### src/rtl/scam_blk_ctrl_if.sv
// Signal bundle between the LCT delay pipe / SCA write logic (master) and scam_blk_ctrl (slave).
interface scam_blk_ctrl_if #(
    parameter int HIST  = 3,
    parameter int SW    = 4,
    parameter int CNT_W = 4
);
    logic             SYNC;
    logic             LCTDLY;
    logic [HIST-1:0]  MTCH_MASK;
    logic             DONE;
    logic             NOGTRG;
    logic             NODATA;
    logic             DLSCAFULL;
    logic             DSCAFULL;
    logic [SW-1:0]    STATE;
    logic             PREBLKEND;
    logic             NBSEL;
    logic             ENAREG;
    logic             SELA;
    logic             SELB;
    logic             SELC;
    logic             WRENA;
    logic             LCTYENA;
    logic             NOLCT;
    logic [CNT_W-1:0] LCT_CNT;
    logic             LCT_MULTI;

    modport master (
        output SYNC, LCTDLY, MTCH_MASK, DONE, NOGTRG, NODATA, DLSCAFULL, DSCAFULL,
        input  STATE, PREBLKEND, NBSEL, ENAREG, SELA, SELB, SELC, WRENA, LCTYENA, NOLCT,
               LCT_CNT, LCT_MULTI
    );

    modport slave (
        input  SYNC, LCTDLY, MTCH_MASK, DONE, NOGTRG, NODATA, DLSCAFULL, DSCAFULL,
        output STATE, PREBLKEND, NBSEL, ENAREG, SELA, SELB, SELC, WRENA, LCTYENA, NOLCT,
               LCT_CNT, LCT_MULTI
    );
endinterface

### src/rtl/scam_blk_ctrl.sv
// SCA block-cycle controller: sample counter per SCA block, per-block LCT history and count
// snapshot, and the write-path strobes decoded from the sample counter.
module scam_blk_ctrl #(
    parameter int TMR     = 0,
    parameter int BLK_LEN = 16,
    parameter int HIST    = 3,
    parameter int CNT_W   = 4
) (
    input  logic           CLK,
    input  logic           RST,
    scam_blk_ctrl_if.slave bus
);
    localparam int SW  = $clog2(BLK_LEN);
    localparam int NCP = (TMR != 0) ? 3 : 1;

    localparam logic [SW-1:0]    POS_PRE  = SW'(BLK_LEN - 3);
    localparam logic [SW-1:0]    POS_NB   = SW'(BLK_LEN - 2);
    localparam logic [SW-1:0]    POS_END  = SW'(BLK_LEN - 1);
    localparam logic [SW-1:0]    POS_SELA = SW'(5);
    localparam logic [SW-1:0]    POS_SELB = SW'(3);
    localparam logic [SW-1:0]    POS_SELC = SW'(2);
    localparam logic [CNT_W-1:0] CNT_MAX  = {CNT_W{1'b1}};

    logic [SW-1:0]    state_q [NCP];
    logic [CNT_W-1:0] cnt_q   [NCP];
    logic [HIST-1:0]  hist_q  [NCP];

    logic [SW-1:0]    state_v, state_d;
    logic [CNT_W-1:0] cnt_v, cnt_d, cnt_snap;
    logic [HIST-1:0]  hist_v, hist_d;
    logic [CNT_W-1:0] lct_cnt_q;
    logic             lct_multi_q;

    logic pre_blk_end, nb_sel, ena_reg;
    logic sel_a, sel_b, sel_c;
    logic lct_save, llct, no_lct;

    // Each TMR copy reloads from the voted value, so a single upset is scrubbed on the next edge.
    generate
        if (TMR != 0) begin : g_tmr
            assign state_v = (state_q[0] & state_q[1]) | (state_q[0] & state_q[2]) |
                             (state_q[1] & state_q[2]);
            assign cnt_v   = (cnt_q[0] & cnt_q[1]) | (cnt_q[0] & cnt_q[2]) |
                             (cnt_q[1] & cnt_q[2]);
            assign hist_v  = (hist_q[0] & hist_q[1]) | (hist_q[0] & hist_q[2]) |
                             (hist_q[1] & hist_q[2]);
        end else begin : g_single
            assign state_v = state_q[0];
            assign cnt_v   = cnt_q[0];
            assign hist_v  = hist_q[0];
        end
    endgenerate

    always_comb begin
        pre_blk_end = (state_v == POS_PRE);
        nb_sel      = (state_v == POS_NB);
        ena_reg     = (state_v == POS_END);
        sel_a       = (state_v == POS_SELA);
        sel_b       = bus.NOGTRG & ~bus.DLSCAFULL & (state_v == POS_SELB);
        sel_c       = bus.DONE & ~bus.NODATA & (state_v == POS_SELC);
        llct        = |(hist_v & bus.MTCH_MASK);
        no_lct      = ~llct & ~bus.DSCAFULL & nb_sel;
        lct_save    = (cnt_v != '0) | bus.LCTDLY;
        // The snapshot folds in an LCT that lands exactly on the pre-block-end cycle.
        cnt_snap    = (cnt_v == CNT_MAX) ? CNT_MAX : cnt_v + CNT_W'(bus.LCTDLY);
    end

    always_comb begin
        state_d = (state_v == POS_END) ? '0 : state_v + SW'(1);
        cnt_d   = cnt_v;
        hist_d  = hist_v;
        if (bus.SYNC) begin
            state_d = '0;
        end
        if (bus.SYNC || pre_blk_end) begin
            cnt_d = '0;
        end else if (bus.LCTDLY && (cnt_v != CNT_MAX)) begin
            cnt_d = cnt_v + CNT_W'(1);
        end
        // Truncating the concatenation drops the oldest history bit.
        if (pre_blk_end) begin
            hist_d = HIST'({hist_v, lct_save});
        end
    end

    always_ff @(posedge CLK or posedge RST) begin
        if (RST) begin
            for (int k = 0; k < NCP; k++) begin
                state_q[k] <= '0;
                cnt_q[k]   <= '0;
                hist_q[k]  <= '0;
            end
            lct_cnt_q   <= '0;
            lct_multi_q <= 1'b0;
        end else begin
            for (int k = 0; k < NCP; k++) begin
                state_q[k] <= state_d;
                cnt_q[k]   <= cnt_d;
                hist_q[k]  <= hist_d;
            end
            if (pre_blk_end) begin
                lct_cnt_q   <= cnt_snap;
                lct_multi_q <= (cnt_snap > CNT_W'(1));
            end
        end
    end

    assign bus.STATE     = state_v;
    assign bus.PREBLKEND = pre_blk_end;
    assign bus.NBSEL     = nb_sel;
    assign bus.ENAREG    = ena_reg;
    assign bus.SELA      = sel_a;
    assign bus.SELB      = sel_b;
    assign bus.SELC      = sel_c;
    assign bus.LCTYENA   = llct & nb_sel;
    assign bus.NOLCT     = no_lct;
    assign bus.WRENA     = sel_a | sel_b | sel_c | no_lct;
    assign bus.LCT_CNT   = lct_cnt_q;
    assign bus.LCT_MULTI = lct_multi_q;
endmodule
### src/flat_wrapper.sv
// flat-port wrapper written by rule: the top's interface ports become plain ports
module scam_blk_ctrl_flat 
#(
    parameter int TMR     = 0,
    parameter int BLK_LEN = 16,
    parameter int HIST    = 3,
    parameter int CNT_W   = 4
)
  (CLK, RST, bus_SYNC, bus_LCTDLY, bus_MTCH_MASK, bus_DONE, bus_NOGTRG, bus_NODATA, bus_DLSCAFULL, bus_DSCAFULL, bus_STATE, bus_PREBLKEND, bus_NBSEL, bus_ENAREG, bus_SELA, bus_SELB, bus_SELC, bus_WRENA, bus_LCTYENA, bus_NOLCT, bus_LCT_CNT, bus_LCT_MULTI);
  scam_blk_ctrl_if #(.HIST(HIST), .CNT_W(CNT_W)) bus_i ();
  input  logic CLK;
  input  logic RST;
  input wire logic [$bits(bus_i.SYNC)-1:0] bus_SYNC;
  input wire logic [$bits(bus_i.LCTDLY)-1:0] bus_LCTDLY;
  input wire logic [$bits(bus_i.MTCH_MASK)-1:0] bus_MTCH_MASK;
  input wire logic [$bits(bus_i.DONE)-1:0] bus_DONE;
  input wire logic [$bits(bus_i.NOGTRG)-1:0] bus_NOGTRG;
  input wire logic [$bits(bus_i.NODATA)-1:0] bus_NODATA;
  input wire logic [$bits(bus_i.DLSCAFULL)-1:0] bus_DLSCAFULL;
  input wire logic [$bits(bus_i.DSCAFULL)-1:0] bus_DSCAFULL;
  output wire logic [$bits(bus_i.STATE)-1:0] bus_STATE;
  output wire logic [$bits(bus_i.PREBLKEND)-1:0] bus_PREBLKEND;
  output wire logic [$bits(bus_i.NBSEL)-1:0] bus_NBSEL;
  output wire logic [$bits(bus_i.ENAREG)-1:0] bus_ENAREG;
  output wire logic [$bits(bus_i.SELA)-1:0] bus_SELA;
  output wire logic [$bits(bus_i.SELB)-1:0] bus_SELB;
  output wire logic [$bits(bus_i.SELC)-1:0] bus_SELC;
  output wire logic [$bits(bus_i.WRENA)-1:0] bus_WRENA;
  output wire logic [$bits(bus_i.LCTYENA)-1:0] bus_LCTYENA;
  output wire logic [$bits(bus_i.NOLCT)-1:0] bus_NOLCT;
  output wire logic [$bits(bus_i.LCT_CNT)-1:0] bus_LCT_CNT;
  output wire logic [$bits(bus_i.LCT_MULTI)-1:0] bus_LCT_MULTI;
  assign bus_i.SYNC = bus_SYNC;
  assign bus_i.LCTDLY = bus_LCTDLY;
  assign bus_i.MTCH_MASK = bus_MTCH_MASK;
  assign bus_i.DONE = bus_DONE;
  assign bus_i.NOGTRG = bus_NOGTRG;
  assign bus_i.NODATA = bus_NODATA;
  assign bus_i.DLSCAFULL = bus_DLSCAFULL;
  assign bus_i.DSCAFULL = bus_DSCAFULL;
  assign bus_STATE = bus_i.STATE;
  assign bus_PREBLKEND = bus_i.PREBLKEND;
  assign bus_NBSEL = bus_i.NBSEL;
  assign bus_ENAREG = bus_i.ENAREG;
  assign bus_SELA = bus_i.SELA;
  assign bus_SELB = bus_i.SELB;
  assign bus_SELC = bus_i.SELC;
  assign bus_WRENA = bus_i.WRENA;
  assign bus_LCTYENA = bus_i.LCTYENA;
  assign bus_NOLCT = bus_i.NOLCT;
  assign bus_LCT_CNT = bus_i.LCT_CNT;
  assign bus_LCT_MULTI = bus_i.LCT_MULTI;
  scam_blk_ctrl #(.TMR(TMR), .BLK_LEN(BLK_LEN), .HIST(HIST), .CNT_W(CNT_W)) u_core (.CLK(CLK), .RST(RST), .bus(bus_i));
endmodule
### config.mk
export PLATFORM = sky130hd
export DESIGN_NAME = scam_blk_ctrl_flat
export DESIGN_NICKNAME = d
export VERILOG_FILES = /design/src/rtl/scam_blk_ctrl_if.sv /design/src/rtl/scam_blk_ctrl.sv /design/src/flat_wrapper.sv
export SDC_FILE = /design/constraint.sdc
export NUM_CORES = 1
export LEC_CHECK = 0
export ABC_CLOCK_PERIOD_IN_PS = 2000
export CORE_MARGIN = 5
export CORE_UTILIZATION = 44
export DETAILED_ROUTE_END_ITERATION = 8
export PLACE_DENSITY = 0.85
export SYNTH_ARGS = -nofsm -noshare
export SYNTH_HDL_FRONTEND = slang
export SYNTH_SLANG_ARGS = --single-unit
### constraint.sdc
create_clock -name CLK -period 2 [get_ports CLK]
set_clock_uncertainty 0.2 [all_clocks]
set_input_delay 0.6 -clock CLK [delete_from_list [all_inputs] [get_ports CLK]]
set_output_delay 0.6 -clock CLK [all_outputs]
set_load 0.1 [all_outputs]
Yosys cells after proc, flatten, opt, wreduce, memory -nomap -nowiden:

Index checks and enable logic that the tools add are counted.

* register bits after elaboration: 16
* output and inout port bits: 18
* logic and storage cells: 43

* add/sub/neg operators: 3
* order comparisons: 1
* eq/ne operators: 8
* mux-type cells: 5
* bitwise operators: 16
* reduce and logical (&&, ||, !) cells: 5

Operators by type and width (number)
* two-way mux 4 bit: 5
* equality test 4 bit, second input constant: 4
* adder 4 x 1 -> 4 bit, second input constant: 2
* equality test 4 x 2 -> 1 bit, second input constant: 2
* AND 1 bit: 7
* adder 4 x 1 -> 4 bit: 1
* equality test 4 x 3 -> 1 bit, second input constant: 1
* > comparator 4 x 1 -> 1 bit, second input constant: 1
* != test 4 bit, second input constant: 1
* NOT 1 bit: 4
* OR 1 bit: 4
* nonzero test 4 bit: 1
* AND 3 bit: 1
* OR reduction 3 bit: 1
* nonzero test 2 bit: 1
* logical AND 1 bit: 1
* logical OR 1 bit: 1

Longest topological paths before layout:

* depth in word-level cells: 6
* gate-level depth with buffers: 6
* depth with buffers taken out: 6

Least setup slack after synthesis:

No wires, ideal clock.

* kind: register -> output
* start point: reg u_core.state_q, in the netlist u_core.bus.STATE[0]
* end point: out bus_WRENA
* arrival time: 3.140 ns
* required time: 1.200 ns
* setup slack: -1.940 ns
* cell stages (with the launch flop): 5
* path through: dfrtp_1 -> ha_1 -> and3b_1 -> a41oi_1 -> o211ai_1

* elaborated cells on any way between the ends: 10

RTL lines
* from (decl): RTL line scam_blk_ctrl.sv:24 `logic [SW-1:0] state_q [NCP];`
* from (signal, indexed assignment): RTL line scam_blk_ctrl.sv:97 `state_q[k] <= state_d;`
* equality test 4 x 3 -> 1 bit: RTL line scam_blk_ctrl.sv:58 `sel_a = (state_v == POS_SELA);`
* net bus_SELA: RTL line flat_wrapper.sv:25 `output wire logic [$bits(bus_i.SELA)-1:0] bus_SELA;`
* OR 1 bit (3 in a row): RTL line scam_blk_ctrl.sv:117 `assign bus.WRENA = sel_a | sel_b | sel_c | no_lct;`
* to (decl): RTL line flat_wrapper.sv:28 `output wire logic [$bits(bus_i.WRENA)-1:0] bus_WRENA;`

The timed path passes the listed nets, and every way through them passes these cells.

Worst setup path after layout:

* start point: reg u_core.hist_q[0] (netlist bit)
* end point: out bus_WRENA

* cells in the longest elaborated chain, start to end: 6

RTL lines
* from (decl): RTL line scam_blk_ctrl.sv:26 `logic [HIST-1:0] hist_q [NCP];`
* from (signal, indexed assignment): RTL line scam_blk_ctrl.sv:99 `hist_q[k] <= hist_d;`
* AND 3 bit: RTL line scam_blk_ctrl.sv:61 `llct = |(hist_v & bus.MTCH_MASK);`
* OR reduction 3 bit: RTL line scam_blk_ctrl.sv:61
* NOT 1 bit: RTL line scam_blk_ctrl.sv:62 `no_lct = ~llct & ~bus.DSCAFULL & nb_sel;`
* AND 1 bit (2 in a row): RTL line scam_blk_ctrl.sv:62
* OR 1 bit: RTL line scam_blk_ctrl.sv:117

No other way between the ends.

==> metrics.md <==
| Metric | Value |
|---|---|
| Outcome | `finished, violations left` |
| Violations in the final reports | `setup timing` |
| Worst Path Buf+Inv | `2` |
| Initial antenna violation count | `1` |
| Ratio of cells with drive above 1 in the final layout | `0.494` |
| Num Clock Sinks | `16` |
| Via count of the first global-routing pass | `between 1,000 and 1,500` |
| Routed vias | `approximately 1,100` |
| Number of placed I/O pins | `30` |
| Crit share post-route | `1.33` |
| Routability congestion estimate | `between 0.7 and 0.8` |
| Count of cell types in the netlist | `32` |
| Ordered list of cells on the worst path | `a222oi_1 > buf_4 > nand3b_1 > o211ai_1 > buf_12` |
| Number of enable flip-flop cells after synthesis | `0` |
| Top delay family on crit path | `compound AO/OA/AOI/OAI gates` |
| Relative slew slack | `0.689` |
| CP Max Fanout | `2` |
| Worst setup margin | `-0.667 ns` |
| Min-delay worst type | `in2async` |
| Power density over cell area | `about 500 nW/um2` |
| DRC violation total after the first TritonRoute iteration | `33` |
| Achievable clock frequency | `about 370 MHz` |
| Setup-failing EPs final | `12` |
| Width of the chip | `approximately 55 um` |
| Cell area after technology mapping | `between 900 and 1000 um2` |
| Residual DRC | `0` |
| Total Routing Usage GR | `0.273` |
| Number of vias per cell after detailed routing | `between 6 and 7` |
| Starting utilization of the core area | `0.464` |
| Worst setup EP type | `output port` |
| Category of the worst setup path launch point | `register` |
| Highest-delay cell along the critical path | `dfrtp_1` |
| Detailed placement HPWL | `~2400 um` |
| Data arrival time at the worst-slack endpoint | `1.87 ns` |
| Maximum number of pins on one net before global-route repair | `13` |
| Relative area change from synthesis to final layout | `101%` |
| Portion of the post-synthesis area used by sequential elements | `0.440` |
| Count of non-filler cells in the finished layout | `roughly 180` |
| Drt first pass iters | `4` |
| Syn_area_per_cell | `roughly 9.2 um2` |
| Final Power | `921 uW` |
| First-pass GRT wire length | `approximately 6400 um` |
| Nets | `roughly 180` |
| IO buf count | `29` |
| Total wire length after detailed routing | `between 4000 and 5000 um` |
| Total number of yosys warnings | `0` |
| Synth Flop Type | `dfrtp_1` |
| Static power due to leakage | `between 0.0008 and 0.0009 uW` |
| Inst Count DP | `about 170` |
| Post-cts hold buffer count | `0` |
| Height of the chip | `55.5 um` |
| Mean routed wirelength per cell | `25.0 um` |
| Number of violations of the max-capacitance limit | `0` |
| Clock latency on the worst-skew pair | `slightly above 0.3 ns` |
| CTS root buffer | `clkbuf_4` |
| Count of nets left with antenna violations after detail routing | `0` |
| Clock input transition at the sequential cells of the worst setup and hold paths | `~0.1 ns` |
| Die footprint | `just over 3000 um2` |
| Minimum setup slack after placement | `-0.817 ns` |
| Actual transition at the worst max-transition pin | `roughly 0.46 ns` |
| Aggregate negative setup slack | `-3.78 ns` |
| Clock Tree Buf Depth | `2` |
| Synthesized Nets | `118` |
| Startpoint-to-endpoint class of the critical path | `reg2out` |
| TritonCTS clock tree | `yes` |
| Core Footprint | `between 1500 and 2000 um2` |
| Share of synthesized registers carrying an async set or reset | `1.00` |
| H-tree level count | `1` |
| Number of pins exceeding their max-slew limit in the final report | `0` |
| Seq cells post-synth | `16` |
| Number of clock buffers inserted by TritonCTS | `3` |
| Placement row count | `16` |
| Congestion Overflow GR | `0` |
| Synthesized netlist cell count | `99` |
| CP peak stage delay | `slightly above 0.4 ns` |
| Worst VDD drop | `slightly above 0.5 mV` |
| Final hold violation count | `0` |
| Final worst path period need | `between 2 and 3 ns` |
| Unrepaired setup endpoints after global routing | `yes` |
| Required time of the critical path | `between 1 and 1.5 ns` |
| Commonest cells after routing, fill and taps aside | `buf_12, buf_4, dfrtp_1, buf_6, nand2_1` |
==> power by group <==
group	switching [uW]	leakage (uW)	internal, uW
clock	125	0.0000210	111
combinational	185	0.000586	132
sequential	26.2	0.000198	341
==> cells by family (layout without fill, tap and decap cells) <==
family	Yosys count	count (layout)	synth area share
flip-flops	16	16	0.440
XOR/XNOR	2	2	0.0193
other	0	1	0
AO/OA/AOI/OAI	22	22	0.160
AND/OR/NAND/NOR	38	38	0.220
buffers and inverters	14	71	0.0646
adder cells (fa/ha/maj)	7	7	0.0963
==> metrics by stage <==
step / hold slack (ns) / instance area (um2) / util
after floorplan: 0.246 / 990 / -
after global placement: 0.262 / 1640 / 0.835
after detailed placement: 0.316 / 1640 / 0.835
after CTS: 0.338 / 1790 / 0.912
after global routing: 0.350 / 1830 / 0.932
final: 0.337 / 1830 / 0.932
==> cells in the mapped netlist, drive strengths merged, types with 2 or more instances <==
| master | number | area (um2) |
|---|---|---|
| dfrtp | 16 | 400 |
| inv | 11 | 41.3 |
| nor2 | 10 | 37.5 |
| nand2 | 9 | 33.8 |
| nand3 | 9 | 57.6 |
| ha | 7 | 87.6 |
| a21oi | 5 | 25.0 |
| o21ai | 5 | 25.0 |
| a31oi | 3 | 18.8 |
| and3 | 2 | 12.5 |
| buf | 2 | 12.5 |
| nor3 | 2 | 10.0 |
| o22a | 2 | 17.5 |
==> flip-flops by register name, summed over array words and instances (netlist names) <==
register              count
u_core.bus.STATE          4
u_core.cnt_q              4
u_core.bus.LCT_MULTI      1
u_core.bus.LCT_CNT        4
u_core.hist_q             3
==> worst paths after layout <==
check                      cells past startpoint               endpoint  slack, ns                 from
setup / recovery                               5              bus_WRENA      -0.67     u_core.hist_q[0]
hold / removal                                 2    u_core.bus.STATE[0]       0.34                  RST
setup reg to reg                               9  u_core.bus.LCT_CNT[1]       0.09  u_core.bus.STATE[1]
hold reg to reg                                2       u_core.hist_q[2]       0.37     u_core.hist_q[2]
max in group asynchronous                      3        u_core.cnt_q[3]       0.81                  RST
min in group CLK                               2       u_core.hist_q[2]       0.37     u_core.hist_q[2]
==> per-layer routing <==
metal / vias up / share of wire / track usage
met3: 27 / 0.055 / 0.0490
met1: 553 / 0.36 / 0.306
met5: - / 0 / 0
li1: 465 / - / -
met4: 0 / 0.063 / 0.132
met2: 73 / 0.52 / 0.490
==> timing repair <==
action	in CTS	in global routing
cloned	0	0
resized for setup	31	12
setup endpoints to repair	9	17
setup buffers	6	5
pin swaps	7	3
==> cell type report <==
type                    count  area, um2
diodes                      1       2.50
clock buffers               4       36.3
fillers                    65        134
inverters                  11       62.6
multi-input cells          69        576
flip-flops and latches     16        413
well taps                  27       33.8
repair buffers             56        704
Note: power is estimated with default switching activity, not from simulation.
